### config.mk
export PLATFORM = sky130hd
export DESIGN_NAME = cache_fill_ctrl_flat
export DESIGN_NICKNAME = d
export VERILOG_FILES = /design/src/rtl/cache_fill_ctrl_pkg.sv /design/src/rtl/cache_fill_ctrl_if.sv /design/src/rtl/cache_fill_ctrl_line_assembler.sv /design/src/rtl/cache_fill_ctrl.sv /design/src/flat_wrapper.sv
export SDC_FILE = /design/constraint.sdc
export NUM_CORES = 1
export LEC_CHECK = 0
export CORE_ASPECT_RATIO = 0.75
export CORE_MARGIN = 2
export CORE_UTILIZATION = 40
export DETAILED_ROUTE_END_ITERATION = 6
export GPL_ROUTABILITY_DRIVEN = 0
export MAX_ROUTING_LAYER = met4
export PLACE_DENSITY = 0.85
export SETUP_SLACK_MARGIN = 0.15
export SYNTH_ARGS = -nofsm -noshare
export SYNTH_HDL_FRONTEND = slang
export SYNTH_SLANG_ARGS = --single-unit
### constraint.sdc
create_clock -name clk -period 6.5 [get_ports clk]
set_clock_uncertainty 0.15 [all_clocks]
set_input_delay 0.975 -clock clk [delete_from_list [all_inputs] [get_ports clk]]
set_output_delay 0.975 -clock clk [all_outputs]
set_load 0.005 [all_outputs]
### src/rtl/cache_fill_ctrl_pkg.sv
// rtl/cache_fill_ctrl_pkg.sv - shared types, geometry and address-field helpers for the fill controller
package cache_pkg;

    typedef enum logic [2:0] {
        S_IDLE,
        S_LOOKUP,
        S_FILL,
        S_WRITE,
        S_RESPOND
    } state_e;

    localparam int WORDS_PER_LINE = 4;
    localparam int OFFSET_W       = 2;
    localparam int INDEX_W        = 10;
    localparam int TAG_W          = 3;
    localparam int LINE_ADDR_W    = TAG_W + INDEX_W;
    localparam int WORD_ADDR_W    = TAG_W + INDEX_W + OFFSET_W;

    function automatic logic [TAG_W-1:0] addr_tag(input logic [WORD_ADDR_W-1:0] a);
        return a[WORD_ADDR_W-1 -: TAG_W];
    endfunction

    function automatic logic [INDEX_W-1:0] addr_index(input logic [WORD_ADDR_W-1:0] a);
        return a[OFFSET_W +: INDEX_W];
    endfunction

    function automatic logic [OFFSET_W-1:0] addr_offset(input logic [WORD_ADDR_W-1:0] a);
        return a[OFFSET_W-1:0];
    endfunction

    // Line base address without the word offset (tag and index together).
    function automatic logic [LINE_ADDR_W-1:0] addr_line(input logic [WORD_ADDR_W-1:0] a);
        return a[WORD_ADDR_W-1:OFFSET_W];
    endfunction

endpackage

### src/rtl/cache_fill_ctrl_if.sv
// rtl/cache_fill_ctrl_if.sv - core request/response, cache and memory signals of the fill controller
interface cache_fill_ctrl_if #(
    parameter int ADDR_W = 15,
    parameter int WORD_W = 32
);
    logic                  req_valid;
    logic [ADDR_W-1:0]     req_addr;
    logic                  req_ready;
    logic                  resp_valid;
    logic [WORD_W-1:0]     resp_data;
    logic                  resp_hit;
    logic [ADDR_W-1:0]     cache_addr;
    logic                  cache_hit;
    logic [WORD_W-1:0]     cache_rdata;
    logic                  cache_fill;
    logic [4*WORD_W-1:0]   cache_line;
    logic                  mem_rd;
    logic [ADDR_W-1:0]     mem_addr;
    logic                  mem_ready;
    logic [WORD_W-1:0]     mem_rdata;

    // Controller side.
    modport master (
        input  req_valid, req_addr, cache_hit, cache_rdata, mem_ready, mem_rdata,
        output req_ready, resp_valid, resp_data, resp_hit,
               cache_addr, cache_fill, cache_line, mem_rd, mem_addr
    );

    // Core, cache and memory side.
    modport slave (
        output req_valid, req_addr, cache_hit, cache_rdata, mem_ready, mem_rdata,
        input  req_ready, resp_valid, resp_data, resp_hit,
               cache_addr, cache_fill, cache_line, mem_rd, mem_addr
    );
endinterface

### src/rtl/cache_fill_ctrl_line_assembler.sv
// rtl/cache_fill_ctrl_line_assembler.sv - collects memory beats into a 4-word cache line
module line_assembler
    import cache_pkg::*;
#(
    parameter int WORD_W = 32
) (
    input  logic                               clk,
    input  logic                               rst,
    input  logic                               clear,
    input  logic                               beat_en,
    input  logic [WORD_W-1:0]                  mem_rdata,
    output logic [WORDS_PER_LINE*WORD_W-1:0]   line,
    output logic [OFFSET_W-1:0]                beat,
    output logic                               last_beat
);
    logic [OFFSET_W-1:0]               beat_q, beat_d;
    logic [WORDS_PER_LINE*WORD_W-1:0]  line_q, line_d;

    // Place each accepted beat at its word slot; the counter wraps 3->0 on the final beat.
    always_comb begin
        beat_d = beat_q;
        line_d = line_q;
        if (clear) begin
            beat_d = '0;
        end else if (beat_en) begin
            line_d[beat_q*WORD_W +: WORD_W] = mem_rdata;
            beat_d = beat_q + 1'b1;
        end
    end

    // Beat counter and line buffer registers.
    always_ff @(posedge clk or posedge rst) begin
        if (rst) begin
            beat_q <= '0;
            line_q <= '0;
        end else begin
            beat_q <= beat_d;
            line_q <= line_d;
        end
    end

    assign line      = line_q;
    assign beat      = beat_q;
    assign last_beat = (beat_q == OFFSET_W'(WORDS_PER_LINE - 1));
endmodule

### src/rtl/cache_fill_ctrl.sv
// rtl/cache_fill_ctrl.sv - single-outstanding read controller with miss line fill and hit/miss statistics
module cache_fill_ctrl
    import cache_pkg::*;
#(
    parameter int ADDR_W = 15,
    parameter int WORD_W = 32,
    parameter int CNT_W  = 16
) (
    input  logic                 clk,
    input  logic                 rst,
    cache_fill_ctrl_if.master    bus,
    output logic [CNT_W-1:0]     hit_count,
    output logic [CNT_W-1:0]     miss_count
);
    localparam logic [CNT_W-1:0] CNT_MAX = '1;

    state_e                 state_q, state_d;
    logic [ADDR_W-1:0]      a_q, a_d;
    logic [WORD_W-1:0]      word_q, word_d;
    logic                   hit_q, hit_d;
    logic [CNT_W-1:0]       hit_cnt_q, hit_cnt_d;
    logic [CNT_W-1:0]       miss_cnt_q, miss_cnt_d;

    logic                   la_clear;
    logic                   beat_en;
    logic [4*WORD_W-1:0]    line;
    logic [OFFSET_W-1:0]    beat;
    logic                   last_beat;

    assign beat_en = bus.mem_rd & bus.mem_ready;

    line_assembler #(.WORD_W(WORD_W)) u_line_assembler (
        .clk       (clk),
        .rst       (rst),
        .clear     (la_clear),
        .beat_en   (beat_en),
        .mem_rdata (bus.mem_rdata),
        .line      (line),
        .beat      (beat),
        .last_beat (last_beat)
    );

    // Next-state, strobes, saturating counters and response capture.
    always_comb begin
        state_d        = state_q;
        a_d            = a_q;
        word_d         = word_q;
        hit_d          = hit_q;
        hit_cnt_d      = hit_cnt_q;
        miss_cnt_d     = miss_cnt_q;
        la_clear       = 1'b0;
        bus.req_ready  = 1'b0;
        bus.resp_valid = 1'b0;
        bus.cache_fill = 1'b0;
        bus.mem_rd     = 1'b0;
        case (state_q)
            S_IDLE: begin
                bus.req_ready = 1'b1;
                if (bus.req_valid) begin
                    a_d     = bus.req_addr;
                    state_d = S_LOOKUP;
                end
            end
            S_LOOKUP: begin
                if (bus.cache_hit) begin
                    word_d = bus.cache_rdata;
                    hit_d  = 1'b1;
                    if (hit_cnt_q != CNT_MAX) hit_cnt_d = hit_cnt_q + 1'b1;
                    state_d = S_RESPOND;
                end else begin
                    if (miss_cnt_q != CNT_MAX) miss_cnt_d = miss_cnt_q + 1'b1;
                    la_clear = 1'b1;
                    state_d  = S_FILL;
                end
            end
            S_FILL: begin
                bus.mem_rd = 1'b1;
                if (bus.mem_ready && last_beat) state_d = S_WRITE;
            end
            S_WRITE: begin
                bus.cache_fill = 1'b1;
                word_d  = line[addr_offset(a_q)*WORD_W +: WORD_W];
                hit_d   = 1'b0;
                state_d = S_RESPOND;
            end
            S_RESPOND: begin
                bus.resp_valid = 1'b1;
                state_d = S_IDLE;
            end
            default: state_d = S_IDLE;
        endcase
    end

    // Controller state registers; reset abandons any fill in progress.
    always_ff @(posedge clk or posedge rst) begin
        if (rst) begin
            state_q    <= S_IDLE;
            a_q        <= '0;
            word_q     <= '0;
            hit_q      <= 1'b0;
            hit_cnt_q  <= '0;
            miss_cnt_q <= '0;
        end else begin
            state_q    <= state_d;
            a_q        <= a_d;
            word_q     <= word_d;
            hit_q      <= hit_d;
            hit_cnt_q  <= hit_cnt_d;
            miss_cnt_q <= miss_cnt_d;
        end
    end

    assign bus.resp_data  = word_q;
    assign bus.resp_hit   = hit_q;
    assign bus.cache_addr = a_q;
    assign bus.cache_line = line;
    assign bus.mem_addr   = {addr_line(a_q), beat};
    assign hit_count      = hit_cnt_q;
    assign miss_count     = miss_cnt_q;
endmodule

### src/flat_wrapper.sv
// flat-port wrapper written by rule: the top's interface ports become plain ports
module cache_fill_ctrl_flat import cache_pkg::*;
#(
    parameter int ADDR_W = 15,
    parameter int WORD_W = 32,
    parameter int CNT_W  = 16
)
  (clk, rst, hit_count, miss_count, bus_req_valid, bus_req_addr, bus_cache_hit, bus_cache_rdata, bus_mem_ready, bus_mem_rdata, bus_req_ready, bus_resp_valid, bus_resp_data, bus_resp_hit, bus_cache_addr, bus_cache_fill, bus_cache_line, bus_mem_rd, bus_mem_addr);
  cache_fill_ctrl_if #(.ADDR_W(ADDR_W), .WORD_W(WORD_W)) bus_i ();
  input  logic clk;
  input  logic rst;
  output logic [CNT_W-1:0] hit_count;
  output logic [CNT_W-1:0] miss_count;
  input wire logic [$bits(bus_i.req_valid)-1:0] bus_req_valid;
  input wire logic [$bits(bus_i.req_addr)-1:0] bus_req_addr;
  input wire logic [$bits(bus_i.cache_hit)-1:0] bus_cache_hit;
  input wire logic [$bits(bus_i.cache_rdata)-1:0] bus_cache_rdata;
  input wire logic [$bits(bus_i.mem_ready)-1:0] bus_mem_ready;
  input wire logic [$bits(bus_i.mem_rdata)-1:0] bus_mem_rdata;
  output wire logic [$bits(bus_i.req_ready)-1:0] bus_req_ready;
  output wire logic [$bits(bus_i.resp_valid)-1:0] bus_resp_valid;
  output wire logic [$bits(bus_i.resp_data)-1:0] bus_resp_data;
  output wire logic [$bits(bus_i.resp_hit)-1:0] bus_resp_hit;
  output wire logic [$bits(bus_i.cache_addr)-1:0] bus_cache_addr;
  output wire logic [$bits(bus_i.cache_fill)-1:0] bus_cache_fill;
  output wire logic [$bits(bus_i.cache_line)-1:0] bus_cache_line;
  output wire logic [$bits(bus_i.mem_rd)-1:0] bus_mem_rd;
  output wire logic [$bits(bus_i.mem_addr)-1:0] bus_mem_addr;
  assign bus_i.req_valid = bus_req_valid;
  assign bus_i.req_addr = bus_req_addr;
  assign bus_i.cache_hit = bus_cache_hit;
  assign bus_i.cache_rdata = bus_cache_rdata;
  assign bus_i.mem_ready = bus_mem_ready;
  assign bus_i.mem_rdata = bus_mem_rdata;
  assign bus_req_ready = bus_i.req_ready;
  assign bus_resp_valid = bus_i.resp_valid;
  assign bus_resp_data = bus_i.resp_data;
  assign bus_resp_hit = bus_i.resp_hit;
  assign bus_cache_addr = bus_i.cache_addr;
  assign bus_cache_fill = bus_i.cache_fill;
  assign bus_cache_line = bus_i.cache_line;
  assign bus_mem_rd = bus_i.mem_rd;
  assign bus_mem_addr = bus_i.mem_addr;
  cache_fill_ctrl #(.ADDR_W(ADDR_W), .WORD_W(WORD_W), .CNT_W(CNT_W)) u_core (.clk(clk), .rst(rst), .bus(bus_i), .hit_count(hit_count), .miss_count(miss_count));
endmodule
After elaboration in Yosys (flattened, before gate mapping)
Cells that the tools add are included.
{"block": "word_totals", "regBits": 213, "elab_cells": 55, "out_inout_bits": 227}
{"block": "classes", "n_reduce_logical": 10, "n_bitwise": 3, "shift": 3, "n_eq_ne": 10, "mux": 17, "n_addsub": 4}
{"cell": "bitwise mux 128 bit", "n": 1}
{"cell": "variable shift 32 x 34 -> 128 bit (first input constant)", "n": 1}
{"cell": "indexed part select 128 x 8 -> 32 bit", "n": 1}
{"cell": "indexed part select 32 x 34 -> 128 bit", "n": 1}
{"cell": "case mux 32 bit (2 select lines)", "n": 1}
{"cell": "negation 7 -> 34 bit", "n": 1}
{"cell": "adder 16 x 1 -> 16 bit (second input constant)", "n": 2}
{"cell": "two-way mux 32 bit", "n": 1}
{"cell": "!= test 16 bit (second input constant)", "n": 2}
{"cell": "case mux 3 bit (4 select lines)", "n": 1}
{"cell": "two-way mux 3 bit", "n": 3}
{"cell": "AND reduction 2 bit", "n": 4}
{"cell": "two-way mux 1 bit", "n": 7}
{"cell": "== test 3 x 2 -> 1 bit (second input constant)", "n": 2}
{"cell": "AND reduction 3 bit", "n": 2}
{"cell": "two-way mux 2 bit", "n": 2}
{"cell": "!= test 2 bit (second input constant)", "n": 2}
{"cell": "nonzero test 2 bit", "n": 2}
{"cell": "== test 3 x 1 -> 1 bit (second input constant)", "n": 1}
{"cell": "== test 3 bit (second input constant)", "n": 1}
{"cell": "logical NOT 3 bit", "n": 1}
{"cell": "adder 2 x 1 -> 2 bit (second input constant)", "n": 1}
{"cell": "== test 2 bit (second input constant)", "n": 1}
{"cell": "!= test 2 x 1 -> 1 bit (second input constant)", "n": 1}
{"cell": "other kinds (4)", "n": 5}

Depth between registers and ports, before layout
Gate-level depths: netlist of the first run.
{"block": "depth", "depth_word": 5, "mapped_depth": 7, "ltp_nobuf": 6}

By module
A second synthesis of the first run with hierarchy kept.
{"block": "hier_totals", "cells_unflattened": 916, "area_unflattened_um2": 10368.7}
{"mod": "line_assembler", "instances": 1, "area_each_um2": 5751.8, "cells_each": 486, "seq_area_each_um2": 3253.1}
{"mod": "cache_fill_ctrl", "instances": 1, "area_each_um2": 4616.9, "cells_each": 430, "seq_area_each_um2": 2077.0}

Worst setup path after synthesis of the first run
Ideal clock, no wire load.
{"block": "synth_path", "path_kind": "input port to flip-flop", "startpoint": "input bus_cache_hit", "endpoint": "register u_core.miss_cnt_q[13], in the netlist u_core.miss_count[13]", "slack_ns": 4.029, "t_required_ns": 6.225, "arrival_time_ns": 2.196, "path_buffers": 1, "path_stages": 5, "setup_time_ns": 0.125, "cell_sequence": "or4b_4 -> buf_6 -> nor4_4 -> o2111ai_1 -> xnor2_1"}
{"block": "synth_between", "elab_chain_cells": 2}
{"element": "start, declared", "line_no": "flat_wrapper.sv:16", "text": "input wire logic [$bits(bus_i.cache_hit)-1:0] bus_cache_hit;"}
{"element": "inverter 1 bit (no line)"}
{"element": "AND reduction 3 bit (no line)"}
{"element": "end signal, assigned", "line_no": "cache_fill_ctrl.sv:109", "text": "miss_cnt_q <= miss_cnt_d;"}
{"element": "end, declared", "line_no": "cache_fill_ctrl.sv:22", "text": "logic [CNT_W-1:0] miss_cnt_q, miss_cnt_d;"}
No other way between the ends.
A chain may end at the register's enable or synchronous reset.

Worst setup path after layout of the first run
{"block": "layout_path", "startpoint": "register u_core.a_q[0], in the netlist u_core.bus.cache_addr[0]", "endpoint": "output bus_cache_addr[0]"}
{"element": "start, declared", "line_no": "cache_fill_ctrl.sv:18", "text": "logic [ADDR_W-1:0] a_q, a_d;"}
{"element": "start signal, assigned", "line_no": "cache_fill_ctrl.sv:98", "text": "a_q <= '0;"}
{"element": "start signal, assigned", "line_no": "cache_fill_ctrl.sv:105", "text": "a_q <= a_d;"}
{"element": "end, declared", "line_no": "flat_wrapper.sv:24", "text": "output wire logic [$bits(bus_i.cache_addr)-1:0] bus_cache_addr;"}
No word-level cell between the ends.

==> metrics, run 1 <==
crit path time final=around 3.5 ns; number of placed I/O pins=about 310; startpoint type of the worst setup path=register; Hold Buf Count CTS=0; Tcrit/Tclk final=0.540; number of remaining DRC errors=0; number of core rows=49; number of post-CTS setup repair buffers=0; starting utilization of the core area=0.405; die outline width=between 150 and 200 um; instance count along the most critical hold path=2; mean cell area of the mapped netlist=between 10 and 15 um^2; final cell count without fillers=~1500; Power Dens Cells=roughly 360 nW/um^2; transition at the pin with the smallest max-transition slack=between 1 and 1.5 ns; TritonCTS Buffers=23; number of vias per cell after detailed routing=~5.5; placeable core region=~24000 um^2; Syn-to-layout area delta=41.2%; clock sinks=approximately 210; kind of capture point of the worst setup path=primary output; Die Y-Extent=~140 um; reg2reg setup slack=roughly 3.4 ns; Async S/R FF share, synth=1.00; buffer cell driving the clock tree root=sky130_fd_sc_hd__clkbuf_16; critical path's largest stage delay=roughly 0.76 ns; number of levels in the clock H-tree=1; peak supply drop=0.155 mV; Bufs on Longest Clock Path=3; Routed WL per cell=20.0 um; Detailed Route WL=slightly above 30000 um; full die area=~25000 um^2; commonest cells after routing, fill and taps aside=sky130_fd_sc_hd__clkdlybuf4s50_1, sky130_fd_sc_hd__nand2_1, sky130_fd_sc_hd__dfrtp_1; via count of the first global-routing pass=between 8000 and 9000; ordered cell list for the critical path=buf_4 > clkdlybuf4s50_1; EDFF count, synth=0; count of port buffers added during placement=310; register bit count reported by yosys=213; clock slew at reported path FFs=roughly 0.06 ns; number of violations reported at the end of detailed-routing iteration 0=just over 600; Setup TNS Final=0 ns; most common flop cell mapped by yosys=sky130_fd_sc_hd__dfrtp_1; number of search-and-repair iterations in the first detailed-routing pass=5; kind of path behind the tightest hold check=register to register; count of cells resized by post-cts repair=0; library cell contributing the largest single delay on the critical path=sky130_fd_sc_hd__dfrtp_2; pins over their slew limit=0; Worst R2R Path Depth=7; post-synthesis instance area=between 9000 and 10000 um^2; data arrival time of the worst path=approximately 2.4 ns; synthesized instance count=approximately 940; largest net degree at the start of global routing=around 120; TritonCTS clock tree=built; commonest non-fill, non-tap cell in the layout=sky130_fd_sc_hd__clkdlybuf4s50_1; Slew Limit Headroom=0.155; post-synth cell types=between 40 and 50; Yosys warnings=0; post-layout net count=between 1000 and 1500; Max Cap Viol=0; final global-route overflow total=0; run status=finished, final reports clean; GRT Resource Usage Total=0.245; top fanout value on the critical path=20; clock latency on the worst-skew pair=about 0.50 ns; first-pass GRT wire length=between 40000 and 50000 um; Post-Syn Nets=1032; number of antenna-violating nets in the routed design=0; RSZ-0062 raised after global routing=no; maximum clock frequency=approximately 280 MHz; Placed Instances=1493; final setup violation count=0; initial antenna violation count=1; type of the worst setup path=register to primary output; sequential share of the synthesized area=0.551; Critical Path RT=approximately 5.4 ns; share of layout cells above drive strength 1=0.0916; vias=approximately 8400; number of failing hold endpoints at the final stage=0; Static Leak=between 0.005 and 0.006 uW; HPWL reported at the end of detailed placement=around 21000 um
routing by layer:
layer / part of all wire / routed length, um / up-vias / GRT usage
li1: - / - / 3793 / -
met1: 0.41 / 12600 / 4121 / 0.318
met2: 0.48 / 14700 / 401 / 0.398
met3: 0.083 / 2550 / 56 / 0.0502
met4: 0.024 / 747 / 0 / 0.0581
met5: 0 / 0 / - / -
cells in the mapped netlist (4+ instances only):
cell type	n	share of area
sky130_fd_sc_hd__nand2_1	269	0.10
sky130_fd_sc_hd__dfrtp_1	213	0.55
sky130_fd_sc_hd__o21ai_0	98	0.051
sky130_fd_sc_hd__clkbuf_1	52	0.020
sky130_fd_sc_hd__nor2_1	42	0.016
sky130_fd_sc_hd__a31oi_1	34	0.022
sky130_fd_sc_hd__mux4_2	32	0.075
sky130_fd_sc_hd__a22o_1	31	0.028
sky130_fd_sc_hd__mux2_2	19	0.022
sky130_fd_sc_hd__nor3_1	17	0.0088
sky130_fd_sc_hd__xor2_1	17	0.015
sky130_fd_sc_hd__nand3_1	14	0.0072
sky130_fd_sc_hd__buf_4	13	0.010
sky130_fd_sc_hd__nand4_1	12	0.0078
sky130_fd_sc_hd__inv_1	9	0.0035
sky130_fd_sc_hd__buf_2	8	0.0041
sky130_fd_sc_hd__xnor2_1	8	0.0072
sky130_fd_sc_hd__ha_1	7	0.0091
sky130_fd_sc_hd__a211oi_1	4	0.0031
sky130_fd_sc_hd__a21oi_1	4	0.0021
sky130_fd_sc_hd__nand2b_1	4	0.0026
sky130_fd_sc_hd__nor4_1	4	0.0026
power by group:
group | internal (uW) | switching [uW]
Clock | 718 | 521
Combinational | 1050 | 660
Sequential | 1630 | 363
registers in the layout, indices dropped and copies added (netlist names):
register	cells
u_core.u_line_assembler.beat	2
u_core.hit_count	16
u_core.bus.resp_hit	1
u_core.bus.cache_addr	15
u_core.u_line_assembler.line	128
u_core.bus.resp_data	32
u_core.state_q	3
u_core.miss_count	16
kinds of logic after synthesis:
| group | share of synthesized area |
|---|---|
| DFF | 0.551 |
| and+or+nand+nor | 0.168 |
| xor gates and xnor gates | 0.0226 |
| AOI/OAI and AO/OA | 0.112 |
| buffers and inverters | 0.0406 |
| muxes | 0.0966 |
| adders and majority gates | 0.00906 |
critical path: cells and delay by family (launching register included):
family	cells	cell delay, ns
buffers and inverters	2	1.13
flip-flops	1	0.76
through the flow:
| step | hold WS, ns | util | cell area (um^2) | setup slack [ns] | total power, uW |
|---|---|---|---|---|---|
| after floorplan | 0.333 | - | 9670 | 2.60 | 2730 |
| after global placement | 0.327 | 0.543 | 13000 | 3.42 | 3670 |
| after detailed placement | 0.341 | 0.543 | 13000 | 3.39 | 3730 |
| after CTS | 0.354 | 0.572 | 13600 | 2.90 | 4980 |
| after global routing | 0.384 | 0.572 | 13700 | 2.82 | 5190 |
| final | 0.352 | 0.572 | 13700 | 2.99 | 4940 |
area by class of cell:
class | instances | area [um^2]
well taps | 306 | 383
clock buffers | 32 | 639
fillers | 1993 | 10200
flip-flops and latches | 213 | 5330
clock inverters | 4 | 47.5
diodes | 1 | 2.50
repair buffers | 322 | 3210
multi-input cells | 643 | 4000
inverters | 9 | 37.5
worst paths after layout:
path / startpoint / to
max: u_core.bus.cache_addr[0]$_DFFE_PP0P_ / bus_cache_addr[0]
min reg2reg: u_core.u_line_assembler.line[81]$_DFFE_PP0P_ / u_core.u_line_assembler.line[81]$_DFFE_PP0P_
max in group asynchronous: rst / u_core.u_line_assembler.line[7]$_DFFE_PP0P_
min in group asynchronous: rst / u_core.u_line_assembler.line[120]$_DFFE_PP0P_
min: u_core.u_line_assembler.line[81]$_DFFE_PP0P_ / u_core.u_line_assembler.line[81]$_DFFE_PP0P_
max reg2reg: u_core.u_line_assembler.beat[0]$_DFFE_PP0P_ / u_core.u_line_assembler.line[75]$_DFFE_PP0P_
Note: power is estimated with default switching activity, not from simulation.
==> run 2, diff against run 1 <==
PLACE_DENSITY = 0.82   (was 0.85)
clock period = 3.6 ns   (was 6.5 ns; I/O delays follow)
==> metrics, run 2 (synthesis results as in run 1) <==
run status=finished, final reports clean (unchanged); transition at the pin with the smallest max-transition slack=0.954 ns (was 1.26 ns); Power Dens Cells=660 nW/um^2 (was 362 nW/um^2); ordered cell list for the critical path=clkdlybuf4s50_1 (was buf_4 > clkdlybuf4s50_1); worst reg2reg path startpoint=u_core.u_line_assembler.beat[0]$_DFFE_PP0P_ (unchanged); number of vias per cell after detailed routing=5.45 (was 5.47); crit path time final=roughly 2.7 ns; library cell contributing the largest single delay on the critical path=sky130_fd_sc_hd__dfrtp_2 (unchanged); Max Cap Viol=0 (unchanged); commonest non-fill, non-tap cell in the layout=sky130_fd_sc_hd__clkdlybuf4s50_1 (unchanged); die outline width=184 um (unchanged); number of failing hold endpoints at the final stage=0 (unchanged); cell family contributing the most delay on the critical path=flip-flops (was buffers and inverters); maximum clock frequency=369 MHz; Largest register FFs=128 (unchanged); type of the worst setup path=register to primary output (unchanged); Die Y-Extent=139 um (unchanged); number of antenna-violating nets in the routed design=0 (unchanged); full die area=25400 um^2 (unchanged); Setup TNS Final=0 ns (unchanged); Tcrit/Tclk final=0.753; number of core rows=49 (unchanged); core occupancy in the finished layout=0.580 (was 0.572); met1 capacity usage during global routing=0.327 (was 0.318); starting utilization of the core area=0.405 (unchanged); endpoint of the worst register-to-register path=u_core.u_line_assembler.line[37]$_DFFE_PP0P_ (was u_core.u_line_assembler.line[75]$_DFFE_PP0P_); endpoint with the worst hold slack=u_core.miss_count[11]$_DFFE_PP0P_ (was u_core.u_line_assembler.line[81]$_DFFE_PP0P_); Routed WL per cell=20.0 um (about the same); reg2reg setup slack=1.00 ns (was 3.35 ns); instance count along the most critical hold path=1 (was 2); first-pass GRT wire length=48400 um (was 47700 um); area of all placed cells without fillers=13800 um^2 (was 13700 um^2); critical path's largest stage delay=0.87 ns (was 0.76 ns); met2 GRT Util=0.393 (was 0.398); number of violations reported at the end of detailed-routing iteration 0=613 (was 619); Bufs on Longest Clock Path=3 (unchanged); kind of path behind the tightest hold check=register to register (unchanged); initial antenna violation count=1 (unchanged); startpoint type of the worst setup path=register (unchanged); Detailed Route WL=30900 um (was 30600 um); kind of capture point of the worst setup path=primary output (unchanged); RSZ-0062 raised after global routing=no (unchanged); Post-DP Area=13100 um^2 (was 13000 um^2); Critical path origin=u_core.bus.cache_addr[0]$_DFFE_PP0P_ (unchanged); number of post-CTS setup repair buffers=0 (unchanged); clock slew at reported path FFs=0.06 ns (about the same); clock latency on the worst-skew pair=0.50 ns (about the same); clock sinks=213 (unchanged); met3 Use GR=0.0586 (was 0.0502); via count of the first global-routing pass=8340 (was 8268); buffer cell driving the clock tree root=sky130_fd_sc_hd__clkbuf_16 (unchanged); Hold Buf Count CTS=0 (unchanged); share of layout cells above drive strength 1=0.103 (was 0.0916); pins over their slew limit=0 (unchanged); final setup violation count=0 (unchanged); Slew Limit Headroom=0.363 (was 0.155); number of placed I/O pins=311 (unchanged); GRT Resource Usage Total=0.249 (was 0.245); post-layout net count=1312 (was 1303); count of cells resized by post-cts repair=0 (unchanged); placeable core region=23800 um^2 (unchanged); number of levels in the clock H-tree=1 (unchanged); Buf/Inv on CP=1 (was 2); Worst R2R Path Depth=6 (was 7); count of port buffers added during placement=310 (unchanged); number of search-and-repair iterations in the first detailed-routing pass=5 (unchanged); largest net degree at the start of global routing=66 (was 121); number of remaining DRC errors=0 (unchanged); commonest cells after routing, fill and taps aside=sky130_fd_sc_hd__clkdlybuf4s50_1, sky130_fd_sc_hd__nand2_1, sky130_fd_sc_hd__dfrtp_1 (unchanged); peak supply drop=0.348 mV (was 0.155 mV); Syn-to-layout area delta=43.1% (was 41.2%); TritonCTS Buffers=23 (unchanged); data arrival time of the worst path=2.02 ns (was 2.39 ns); top fanout value on the critical path=17 (was 20); Critical Path RT=2.91 ns (was 5.37 ns); Min-Delay Startpoint=u_core.miss_count[11]$_DFFE_PP0P_ (was u_core.u_line_assembler.line[81]$_DFFE_PP0P_); TritonCTS clock tree=built (unchanged); vias=8417 (was 8371); Static Leak=0.00572 uW (was 0.00562 uW); final global-route overflow total=0 (unchanged); HPWL reported at the end of detailed placement=21200 um (was 20800 um); busiest grt layer=met2 (unchanged)
-- run 2: cell count changes in the layout (fill, tap and decap cells not counted) --
cell	delta
sky130_fd_sc_hd__buf_12	+4
sky130_fd_sc_hd__buf_4	+5
sky130_fd_sc_hd__bufinv_16	+2
sky130_fd_sc_hd__clkbuf_1	-2
sky130_fd_sc_hd__clkinv_2	+3
sky130_fd_sc_hd__clkinvlp_4	+1
-- run 2: metrics by stage --
| step | total power [uW] | std cells | hold slack, ns | worst slack [ns] |
|---|---|---|---|---|
| 2_1_floorplan | 4930 | 941 | 0.333 | 0.140 |
| 3_5_place_dp | 6800 | 1502 | 0.337 | 0.855 |
| 5_1_grt | 9620 | 1543 | 0.357 | 0.735 |
| 3_3_place_gp | 6680 | 1502 | 0.332 | 0.919 |
| 6_report | 9140 | 1543 | 0.342 | 0.889 |
| 4_1_cts | 9230 | 1542 | 0.345 | 0.819 |
-- run 2: metal layers --
metal	vias up	part of all wire
met1	4211	0.42
met4	0	0.021
li1	3826	-
met5	-	0
met3	47	0.085
met2	333	0.47
-- run 2: layout make-up --
class                           instances  area, um^2
Multi-Input combinational cell        643        4000
Sequential cell                       213        5330
Fill cell                            1991       10000
Timing Repair Buffer                  331        3320
Clock inverter                         10         130
Antenna cell                            1        2.50
Clock buffer                           30         632
Inverter                                9        37.5
Tap cell                              306         383
-- run 2: worst reg2reg max path, cell delays in order (launching register included) --
cell                       delay, ns
sky130_fd_sc_hd__dfrtp_1        0.52
sky130_fd_sc_hd__inv_1          0.16
sky130_fd_sc_hd__ha_1           0.30
sky130_fd_sc_hd__nand2b_1       0.23
sky130_fd_sc_hd__nor2_4         0.77
sky130_fd_sc_hd__nand2_1        0.17
sky130_fd_sc_hd__o21ai_0        0.21
-- run 2: worst max-delay path by stage --
stage,end,slack (ns),cells past startpoint
after global placement,u_core.hit_count[9]$_DFFE_PP0P_,0.92,6
after floorplan,u_core.bus.cache_addr[0]$_DFFE_PP0P_,0.14,1
after CTS,bus_cache_addr[0],0.82,1
after global routing,u_core.u_line_assembler.line[37]$_DFFE_PP0P_,0.73,6
final,bus_cache_addr[0],0.89,1
after detailed placement,u_core.miss_count[13]$_DFFE_PP0P_,0.85,5
-- run 2: report_power, final --
group / internal (uW) / switching, uW
registers: 2950 / 630
clock network: 1450 / 955
logic: 1920 / 1240
==> run 3, diff against run 2 <==
clock period = 2.6 ns   (was 3.6 ns; I/O delays follow)
==> metrics, run 3 (synthesis results as in run 1) <==
Critical Path Sink=bus_cache_addr[1] (was bus_cache_addr[0]); net switching power of the design=3900 uW (was 2820 uW); number of vias per cell after detailed routing=5.40 (was 5.45); final worst slack=0.218 ns (was 0.889 ns); placeable core region=23800 um^2 (unchanged); vias=8410 (was 8417); logic gate share of total power=0.366 (was 0.346); Routed WL per cell=19.8 um (was 20.0 um); HPWL reported at the end of detailed placement=21300 um (was 21200 um); Worst R2R Path Depth=4 (was 6); top fanout value on the critical path=15 (was 17); Die Y-Extent=139 um (unchanged); share of layout cells above drive strength 1=0.114 (was 0.103); commonest non-fill, non-tap cell in the layout=sky130_fd_sc_hd__clkdlybuf4s50_1 (unchanged); kind of capture point of the worst setup path=primary output (unchanged); number of remaining DRC errors=0 (unchanged); Critical Path RT=2.06 ns (was 2.91 ns); kind of path behind the tightest hold check=input pin to async pin (was register to register); critical path's largest stage delay=0.72 ns (was 0.87 ns); Setup TNS Final=0 ns (unchanged); # diodes=0 (was 1); met3 Use GR=0.0636 (was 0.0586); RSZ-0062 raised after global routing=no (unchanged); via count of the first global-routing pass=8374 (was 8340); GRT Resource Usage Total=0.245 (was 0.249); core occupancy in the finished layout=0.585 (was 0.580); initial antenna violation count=0 (was 1); final cell count without fillers=1556 (was 1543); Cell Int Power=8680 uW (was 6320 uW); type of the worst setup path=register to primary output (unchanged); largest net degree at the start of global routing=89 (was 66); area used by multi-input combinational logic=4010 um^2 (was 4000 um^2); busiest grt layer=met2 (unchanged); number of placed I/O pins=311 (unchanged); Buf/Inv on CP=1 (unchanged); pins over their slew limit=0 (unchanged); Slew Limit Headroom=0.634 (was 0.363); final global-route overflow total=0 (unchanged); library cell contributing the largest single delay on the critical path=sky130_fd_sc_hd__dfrtp_2 (unchanged); transition at the pin with the smallest max-transition slack=0.549 ns (was 0.954 ns); maximum clock frequency=around 420 MHz; Syn-to-layout area delta=44.4% (was 43.1%); met1 capacity usage during global routing=0.306 (was 0.327); WP depth=1 (unchanged); TritonCTS Buffers=23 (unchanged); Power Dens Cells=901 nW/um^2 (was 660 nW/um^2); Bufs on Longest Clock Path=3 (unchanged); final hold slack=0.0715 ns (was 0.342 ns); number of failing hold endpoints at the final stage=0 (unchanged); ordered cell list for the critical path=clkdlybuf4s50_1 (unchanged); Static Leak=0.00579 uW (was 0.00572 uW); buffer cell driving the clock tree root=sky130_fd_sc_hd__clkbuf_16 (unchanged); Placed Instances=1516 (was 1502); Largest register FFs=128 (unchanged); worst reg2reg path startpoint=u_core.state_q[2]$_DFFE_PP0P_ (was u_core.u_line_assembler.beat[0]$_DFFE_PP0P_); clock share of power=0.250 (was 0.263); first-pass GRT wire length=47600 um (was 48400 um); clock slew at reported path FFs=0.06 ns (about the same); met2 GRT Util=0.397 (was 0.393); number of fill cells in the layout=1950 (was 1991); number of levels in the clock H-tree=1 (unchanged); Critical path origin=u_core.bus.cache_addr[1]$_DFFE_PP0P_ (was u_core.bus.cache_addr[0]$_DFFE_PP0P_); startpoint type of the worst setup path=register (unchanged); run status=finished, final reports clean (unchanged); die outline width=184 um (unchanged); clock latency on the worst-skew pair=0.50 ns (about the same); starting utilization of the core area=0.405 (unchanged); reg2reg setup slack=0.40 ns (was 1.00 ns); commonest cells after routing, fill and taps aside=sky130_fd_sc_hd__clkdlybuf4s50_1, sky130_fd_sc_hd__nand2_1, sky130_fd_sc_hd__dfrtp_1 (unchanged); number of antenna-violating nets in the routed design=0 (unchanged); count of port buffers added during placement=310 (unchanged); number of violations reported at the end of detailed-routing iteration 0=469 (was 613); TritonCTS clock tree=built (unchanged); final setup violation count=0 (unchanged); clock sinks=213 (unchanged); Setup WS pre-CTS=0.0929 ns (was 0.855 ns); cell family contributing the most delay on the critical path=flip-flops (unchanged); number of search-and-repair iterations in the first detailed-routing pass=5 (unchanged); full die area=25400 um^2 (unchanged); Tcrit/Tclk final=0.916; FF+latch area=5340 um^2 (was 5330 um^2); endpoint of the worst register-to-register path=u_core.miss_count[13]$_DFFE_PP0P_ (was u_core.u_line_assembler.line[37]$_DFFE_PP0P_); crit path time final=approximately 2.4 ns; register share of total power=0.384 (was 0.392); Max Cap Viol=0 (unchanged); Detailed Route WL=30800 um (was 30900 um); peak supply drop=0.428 mV (was 0.348 mV); Switching Fraction=0.310 (was 0.309); number of core rows=49 (unchanged); data arrival time of the worst path=1.84 ns (was 2.02 ns); post-layout net count=1327 (was 1312)
[run 3: area by class of cell]
class | count | area share
Inverter | 9 | 0.00269
Clock buffer | 32 | 0.0465
Timing Repair Buffer | 346 | 0.250
Tap cell | 306 | 0.0274
Sequential cell | 213 | 0.382
Clock inverter | 7 | 0.00448
Multi-Input combinational cell | 643 | 0.287
[run 3: metrics by stage]
stage                     power (uW)  area, um^2
after global placement          9360       13200
after floorplan                 6830        9670
final                          12600       14000
after global routing           13200       14000
after detailed placement        9500       13200
after CTS                      12700       13900
[run 3: timing repair]
item	in CTS	in global routing
endpoints found under the setup margin	2	2
resized for setup	2	1
endpoints found under the hold margin	0	0
pin swaps	0	0
setup buffers	0	1
hold buffers	0	0
[run 3: worst min path at each step]
stage                                                        from  depth (start not counted)  slack (ns)                                       endpoint
floorplan                       u_core.miss_count[11]$_DFFE_PP0P_                          1        0.33              u_core.miss_count[11]$_DFFE_PP0P_
global placement    u_core.u_line_assembler.line[116]$_DFFE_PP0P_                          2        0.33  u_core.u_line_assembler.line[116]$_DFFE_PP0P_
detailed placement              u_core.miss_count[11]$_DFFE_PP0P_                          1        0.34              u_core.miss_count[11]$_DFFE_PP0P_
CTS                                                           rst                          2        0.06                  u_core.state_q[0]$_DFFE_PP0P_
global route                                                  rst                          2        0.07                  u_core.state_q[0]$_DFFE_PP0P_
finish                                                        rst                          2        0.07                  u_core.state_q[0]$_DFFE_PP0P_
[run 3: routing by layer]
layer / vias to the layer above / wire (um)
met5: - / 0
met4: 0 / 828
met3: 63 / 2840
met2: 395 / 14800
met1: 4112 / 12300
li1: 3840 / -
[run 3: power by group through the flow]
stage | Sequential (uW) | Combinational [uW] | Clock, uW
2_1_floorplan | 4700 | 2130 | 0
3_3_place_gp | 4820 | 4530 | 0
3_5_place_dp | 4860 | 4640 | 0
4_1_cts | 4820 | 4650 | 3220
5_1_grt | 4930 | 4950 | 3340
6_report | 4830 | 4600 | 3140
